<file path="config.mk">
export PLATFORM = sky130hd
export DESIGN_NAME = dmem_arbiter
export DESIGN_NICKNAME = d
export VERILOG_FILES = /design/src/rtl/dmem_arbiter.sv
export SDC_FILE = /design/constraint.sdc
export NUM_CORES = 1
export LEC_CHECK = 0
export ABC_CLOCK_PERIOD_IN_PS = 1650
export BUFFER_PORTS_ARGS = -buffer_cell sky130_fd_sc_hd__clkbuf_2
export CORE_AREA = 2 2 116 118
export CTS_BUF_LIST = sky130_fd_sc_hd__clkbuf_4
export DETAILED_ROUTE_END_ITERATION = 8
export DIE_AREA = 0 0 118 120
export PLACE_DENSITY = 0.53
export RECOVER_POWER = 50
export SYNTH_ARGS = -nofsm -noshare
export SYNTH_HDL_FRONTEND = slang
export SYNTH_SLANG_ARGS = --single-unit
export TNS_END_PERCENT = 50
</file>
<file path="constraint.sdc">
create_clock -name i_clk -period 1.65 [get_ports i_clk]
set_input_delay 0.165 -clock i_clk [delete_from_list [all_inputs] [get_ports i_clk]]
set_output_delay 0.165 -clock i_clk [all_outputs]
set_load 0.02 [all_outputs]
</file>
<file path="src/rtl/dmem_arbiter.sv">
// -----------------------------------------------------------------------------
// dmem_arbiter
//   Shares the single data-memory port between the CPU memory stage and a
//   DMA/loader master. The CPU has fixed priority. Two mechanisms guarantee
//   that the DMA master makes progress:
//     - a wait counter that forces a DMA win after MAX_WAIT lost cycles;
//     - a burst lock that keeps DMA ownership for up to MAX_BURST beats.
//   The CPU pipeline is stalled whenever it requests and loses arbitration.
//   DataMemory has a 1-cycle registered read latency. The read owner is
//   tracked so that returning data is steered to the master that issued it.
//
// Ports
//   i_clk, i_reset_n              clock, asynchronous active-low reset
//   i_cpu_req/we/addr/wdata       CPU access request
//   o_cpu_stall                   CPU request pending and not granted
//   o_cpu_rvalid, o_cpu_rdata     CPU read return (1 cycle after grant)
//   i_dma_req/we/addr/wdata       DMA access request
//   i_dma_lock                    DMA asks to keep ownership for next beat
//   o_dma_gnt                     DMA access accepted at the coming edge
//   o_dma_rvalid, o_dma_rdata     DMA read return (1 cycle after grant)
//   o_mem_en/we/addr/wdata        muxed memory request
//   i_mem_rdata                   memory read data
// -----------------------------------------------------------------------------
module dmem_arbiter #(
    parameter int DBITS     = 32,
    parameter int ABITS     = 32,
    parameter int MAX_WAIT  = 4,
    parameter int MAX_BURST = 8
) (
    input  logic             i_clk,
    input  logic             i_reset_n,
    input  logic             i_cpu_req,
    input  logic             i_cpu_we,
    input  logic [ABITS-1:0] i_cpu_addr,
    input  logic [DBITS-1:0] i_cpu_wdata,
    output logic             o_cpu_stall,
    output logic             o_cpu_rvalid,
    output logic [DBITS-1:0] o_cpu_rdata,
    input  logic             i_dma_req,
    input  logic             i_dma_we,
    input  logic [ABITS-1:0] i_dma_addr,
    input  logic [DBITS-1:0] i_dma_wdata,
    input  logic             i_dma_lock,
    output logic             o_dma_gnt,
    output logic             o_dma_rvalid,
    output logic [DBITS-1:0] o_dma_rdata,
    output logic             o_mem_en,
    output logic             o_mem_we,
    output logic [ABITS-1:0] o_mem_addr,
    output logic [DBITS-1:0] o_mem_wdata,
    input  logic [DBITS-1:0] i_mem_rdata
);

    typedef enum logic {
        ST_IDLE,
        ST_BURST
    } state_t;

    typedef enum logic [1:0] {
        RD_NONE,
        RD_CPU,
        RD_DMA
    } rd_owner_t;

    localparam logic [3:0] LP_MAX_WAIT  = 4'(MAX_WAIT);
    localparam logic [3:0] LP_MAX_BURST = 4'(MAX_BURST);

    state_t    r_st;
    state_t    w_st_next;
    logic [3:0] r_wait_cnt;
    logic [3:0] w_wait_cnt_next;
    logic [3:0] r_burst_cnt;
    logic [3:0] w_burst_cnt_next;
    rd_owner_t r_rd_owner;
    rd_owner_t w_rd_owner_next;

    logic w_dma_win;
    logic w_cpu_win;

    // Winner selection. Reset is folded in so that nothing reaches memory
    // while reset is held, even though the state registers are already idle.
    always_comb begin
        w_dma_win = i_reset_n & i_dma_req &
                    ((r_st == ST_BURST) | ~i_cpu_req | (r_wait_cnt == LP_MAX_WAIT));
        w_cpu_win = i_reset_n & i_cpu_req & ~w_dma_win;
    end

    // Next-state logic for the burst FSM, the counters and the read owner.
    always_comb begin
        w_st_next        = r_st;
        w_burst_cnt_next = r_burst_cnt;
        w_wait_cnt_next  = r_wait_cnt;
        w_rd_owner_next  = RD_NONE;

        case (r_st)
            ST_IDLE: begin
                w_burst_cnt_next = 4'd0;
                // With MAX_BURST==1 the single locked beat is already the
                // whole burst, so the FSM never leaves IDLE.
                if (w_dma_win && i_dma_lock && (LP_MAX_BURST > 4'd1)) begin
                    w_st_next        = ST_BURST;
                    w_burst_cnt_next = 4'd1;
                end
            end
            ST_BURST: begin
                if (!w_dma_win) begin
                    w_st_next        = ST_IDLE;
                    w_burst_cnt_next = 4'd0;
                end else if (!i_dma_lock || (r_burst_cnt + 4'd1 == LP_MAX_BURST)) begin
                    // This beat is the last one; CPU gets priority next cycle.
                    w_st_next        = ST_IDLE;
                    w_burst_cnt_next = 4'd0;
                end else begin
                    w_burst_cnt_next = r_burst_cnt + 4'd1;
                end
            end
            default: begin
                w_st_next        = ST_IDLE;
                w_burst_cnt_next = 4'd0;
            end
        endcase

        if (i_dma_req && !w_dma_win) begin
            if (r_wait_cnt != LP_MAX_WAIT) begin
                w_wait_cnt_next = r_wait_cnt + 4'd1;
            end
        end else begin
            w_wait_cnt_next = 4'd0;
        end

        if (w_cpu_win && !i_cpu_we) begin
            w_rd_owner_next = RD_CPU;
        end else if (w_dma_win && !i_dma_we) begin
            w_rd_owner_next = RD_DMA;
        end
    end

    always_ff @(posedge i_clk or negedge i_reset_n) begin
        if (!i_reset_n) begin
            r_st        <= ST_IDLE;
            r_wait_cnt  <= 4'd0;
            r_burst_cnt <= 4'd0;
            r_rd_owner  <= RD_NONE;
        end else begin
            r_st        <= w_st_next;
            r_wait_cnt  <= w_wait_cnt_next;
            r_burst_cnt <= w_burst_cnt_next;
            r_rd_owner  <= w_rd_owner_next;
        end
    end

    // Memory request mux and master-side outputs.
    always_comb begin
        o_mem_en    = w_cpu_win | w_dma_win;
        o_mem_we    = 1'b0;
        o_mem_addr  = '0;
        o_mem_wdata = '0;
        if (w_dma_win) begin
            o_mem_we    = i_dma_we;
            o_mem_addr  = i_dma_addr;
            o_mem_wdata = i_dma_wdata;
        end else if (w_cpu_win) begin
            o_mem_we    = i_cpu_we;
            o_mem_addr  = i_cpu_addr;
            o_mem_wdata = i_cpu_wdata;
        end

        o_cpu_stall  = i_cpu_req & ~w_cpu_win;
        o_dma_gnt    = w_dma_win;
        o_cpu_rvalid = (r_rd_owner == RD_CPU);
        o_dma_rvalid = (r_rd_owner == RD_DMA);
        o_cpu_rdata  = o_cpu_rvalid ? i_mem_rdata : '0;
        o_dma_rdata  = o_dma_rvalid ? i_mem_rdata : '0;
    end

endmodule

</file>
==> impl_metrics.csv <==
group,metric,value,unit
route,drt_wl_total,11.5,mm
clocking,htreeDepth,1,
clocking,cts_root_buf,"clkbuf_4",
logic_synthesis,syn_area,2360,sq um
clocking,cts_buffers,3,
clocking,post-cts-setup-buffers,0,
setup_path,cp-end-kind,"output pin",
route,drt_iter0_drc,66,
finish,antennaDiodeCount,0,
logic_synthesis,synth_area_leaders,"mux2_2 (28%), and3_1 (17%), and2_1 (17%), dfrtp_1 (12%), mux2_4 (3.8%)",
sta,setup_viol,67,
sta,period_share,1.25,
logic_synthesis,avgSynthCellArea,8.28,sq um
sta,maxSlewHeadroom,0.614,
logic_synthesis,syn_inst,285,
sta,clock_skew,0.0132,ns
power,max-vdd-ir-drop,0.000154,V
place,hpwl,9.83,mm
route,viasPerCell,4.28,
logic_synthesis,yosysTopAreaCellShare,0.281,
sta,finalMaxSlewViolations,0,
finish,final_area,4250,sq um
sta,final.min_clock_period,2.05,ns
clocking,clock_latency,0.29,ns
place,numPortBuffers,300,
finish,layout_common_cells,"clkbuf_2 (268), and3_1 (65), and2_1 (64), mux2_2 (58), buf_4 (20)",
setup_path,start_kind,"flop",
logic_synthesis,synth-seq-cells,11,
route,wl_per_cell,15.1,um
floorplanning,core,13000,sq um
logic_synthesis,ys_types,33,
logic_synthesis,yosysSeqAreaShare,0.117,
outcome,status,"complete, but fails checks",
setup_path,worstSetupPathType,"reg2out",
setup_path,required,1.48,ns
route,drtPass1Iterations,4,
sta,rsz0062_at_grt,"true",
global_route,grt_max_degree,44,
global_route,grt_pass1_vias,3313,
sta,fmax,0.487,GHz
power,p_leak,2.70,nW
floorplanning,initial_core_util,0.182,
sta,fin_hold_ws,0.0932,ns
place,place_area,4130,sq um
clocking,clockBufferDepth,2,
global_route,grt_antenna_before_repair,0,
clocking,cts_num_sinks,11,
sta,layout_setup_ws,-0.405,ns
finish,mostFrequentLayoutCell,"clkbuf_2",
floorplanning,die_y,120,um
logic_synthesis,syn_nets,456,
global_route,grt-ovfl-total,0,
route,drc,0,
floorplanning,rows,42,
flow_run,drv_cap,0,
sta,tightest_slew,0.579,ns
global_route,grt_usage,0.152,
sta,hold_viol,0,
floorplanning,die_w,118,um
floorplanning,dieArea,14200,sq um
finish,nNetsFinal,754,
setup_path,crit_fanout,38,
sta,fin_setup_tns,-23.83,ns
floorplanning,pin_count,301,
clocking,cts_tree,"done",
outcome,violations,"setup timing",
clocking,clkSlewWorstSetupHoldPaths,0.08,ns
place,gp_congestion,0.850,
finish,syn2layout_area_growth,79.9,%
worst_hold_path,hp-class,"in2reg",
finish,post-route-util,0.327,
setup_path,r2r_slack,0.01,ns
route,final_antenna_net_count,0,
finish,drive_gt1_frac,0.679,
route,vias,3245,
logic_synthesis,yosys_warnings,0,
setup_path,arrival,1.89,ns
global_route,grt_pass1_wl,17.4,mm
logic_synthesis,synth_top_area_cell,"mux2_2",
power,p_per_area,352,nW/um^2
report_power, final:
part	total, W	leakage (nW)	switching (W)	internal (W)
registers	0.000287	0.151	0.00000768	0.000279
clock network	0.000214	0.0184	0.000104	0.000110
logic	0.000992	2.53	0.000516	0.000476
total	0.00149	2.70	0.000628	0.000866
synth_stat cells:
library cell	n
inv_1	6
and2_1	64
dfrtp_1	11
a21boi_0	2
clkbuf_1	20
a41oi_1	1
mux2_4	6
buf_6	2
a311o_1	1
a32oi_1	1
xnor2_1	4
nand3b_4	1
nor2_1	4
a2111oi_4	1
buf_8	1
a21oi_1	2
nand2b_1	1
nand2_1	3
mux2i_1	2
nand4_1	1
and3_1	65
a21o_1	2
nor3_1	4
ha_1	4
a211oi_1	2
nand3_1	1
o21a_1	1
mux2_2	59
and4_1	2
nor4_1	1
nor2b_1	4
and3b_1	1
buf_2	5
metal layers:
| metal | vias up | GRT usage | part of all wire |
|---|---|---|---|
| met1 | 1473 | 0.163 | 0.38 |
| met4 | 0 | 0.0143 | 0.0018 |
| li1 | 1592 | - | - |
| met3 | 3 | 0.0371 | 0.084 |
| met2 | 177 | 0.306 | 0.54 |
| met5 | - | 0 | 0 |
flip-flops by register name, indices dropped and copies added (netlist names):
register     count
r_st             1
r_rd_owner       2
r_burst_cnt      4
r_wait_cnt       4
worst max-delay path, stage by stage, from the launching register on:
cell and delay, ns:
dfrtp_1 0.39, inv_2 0.08, ha_4 0.14, nand3b_4 0.08, a21o_4 0.23, buf_12 0.17, mux2_2 0.32, clkbuf_2 0.16
metrics by stage:
step                std cells  power, W  setup WS [ns]
finish                    758   0.00149         -0.405
global route              758   0.00160         -0.485
CTS                       758   0.00150         -0.407
detailed placement        753   0.00127         -0.123
global placement          753   0.00126         -0.111
floorplan                 285  0.000813         -0.101
final timing paths:
kind	start	endpoint	cells past startpoint
min	i_cpu_we	r_rd_owner[0]$_DFF_PN0_	2
min in group asynchronous	i_reset_n	r_wait_cnt[0]$_DFFE_PN0P_	3
max in group asynchronous	i_reset_n	r_burst_cnt[1]$_DFF_PN0_	3
min reg2reg	r_burst_cnt[0]$_DFF_PN0_	r_burst_cnt[0]$_DFF_PN0_	1
max	r_wait_cnt[0]$_DFFE_PN0P_	o_mem_wdata[1]	7
max reg2reg	r_wait_cnt[0]$_DFFE_PN0P_	r_st$_DFF_PN0_	7
area by class of cell:
cell class / instances / area [sq um]
sequential: 11 / 275
clock buffer: 4 / 30.0
inverter: 6 / 22.5
multi-input combinational: 240 / 1960
tap: 176 / 220
timing repair buffer: 321 / 1740
fill: 1422 / 8730
cells by family (layout without fill, tap and decap cells):
group / after synthesis / count (layout) / share of synthesized area
compound gates: 13 / 13 / 0.0498
fa+ha+maj: 4 / 4 / 0.0212
flops: 11 / 11 / 0.117
mux: 67 / 67 / 0.328
simple gates: 152 / 152 / 0.402
buf+inv: 34 / 331 / 0.0678
xor+xnor: 4 / 4 / 0.0148
repair_timing:
item,CTS,global route
hold endpoints to repair,11,0
pin swaps,1,0
endpoints found under the setup margin,68,129
resized for setup,8,45
hold buffers,1,0
Note: power is estimated with default switching activity, not from simulation.
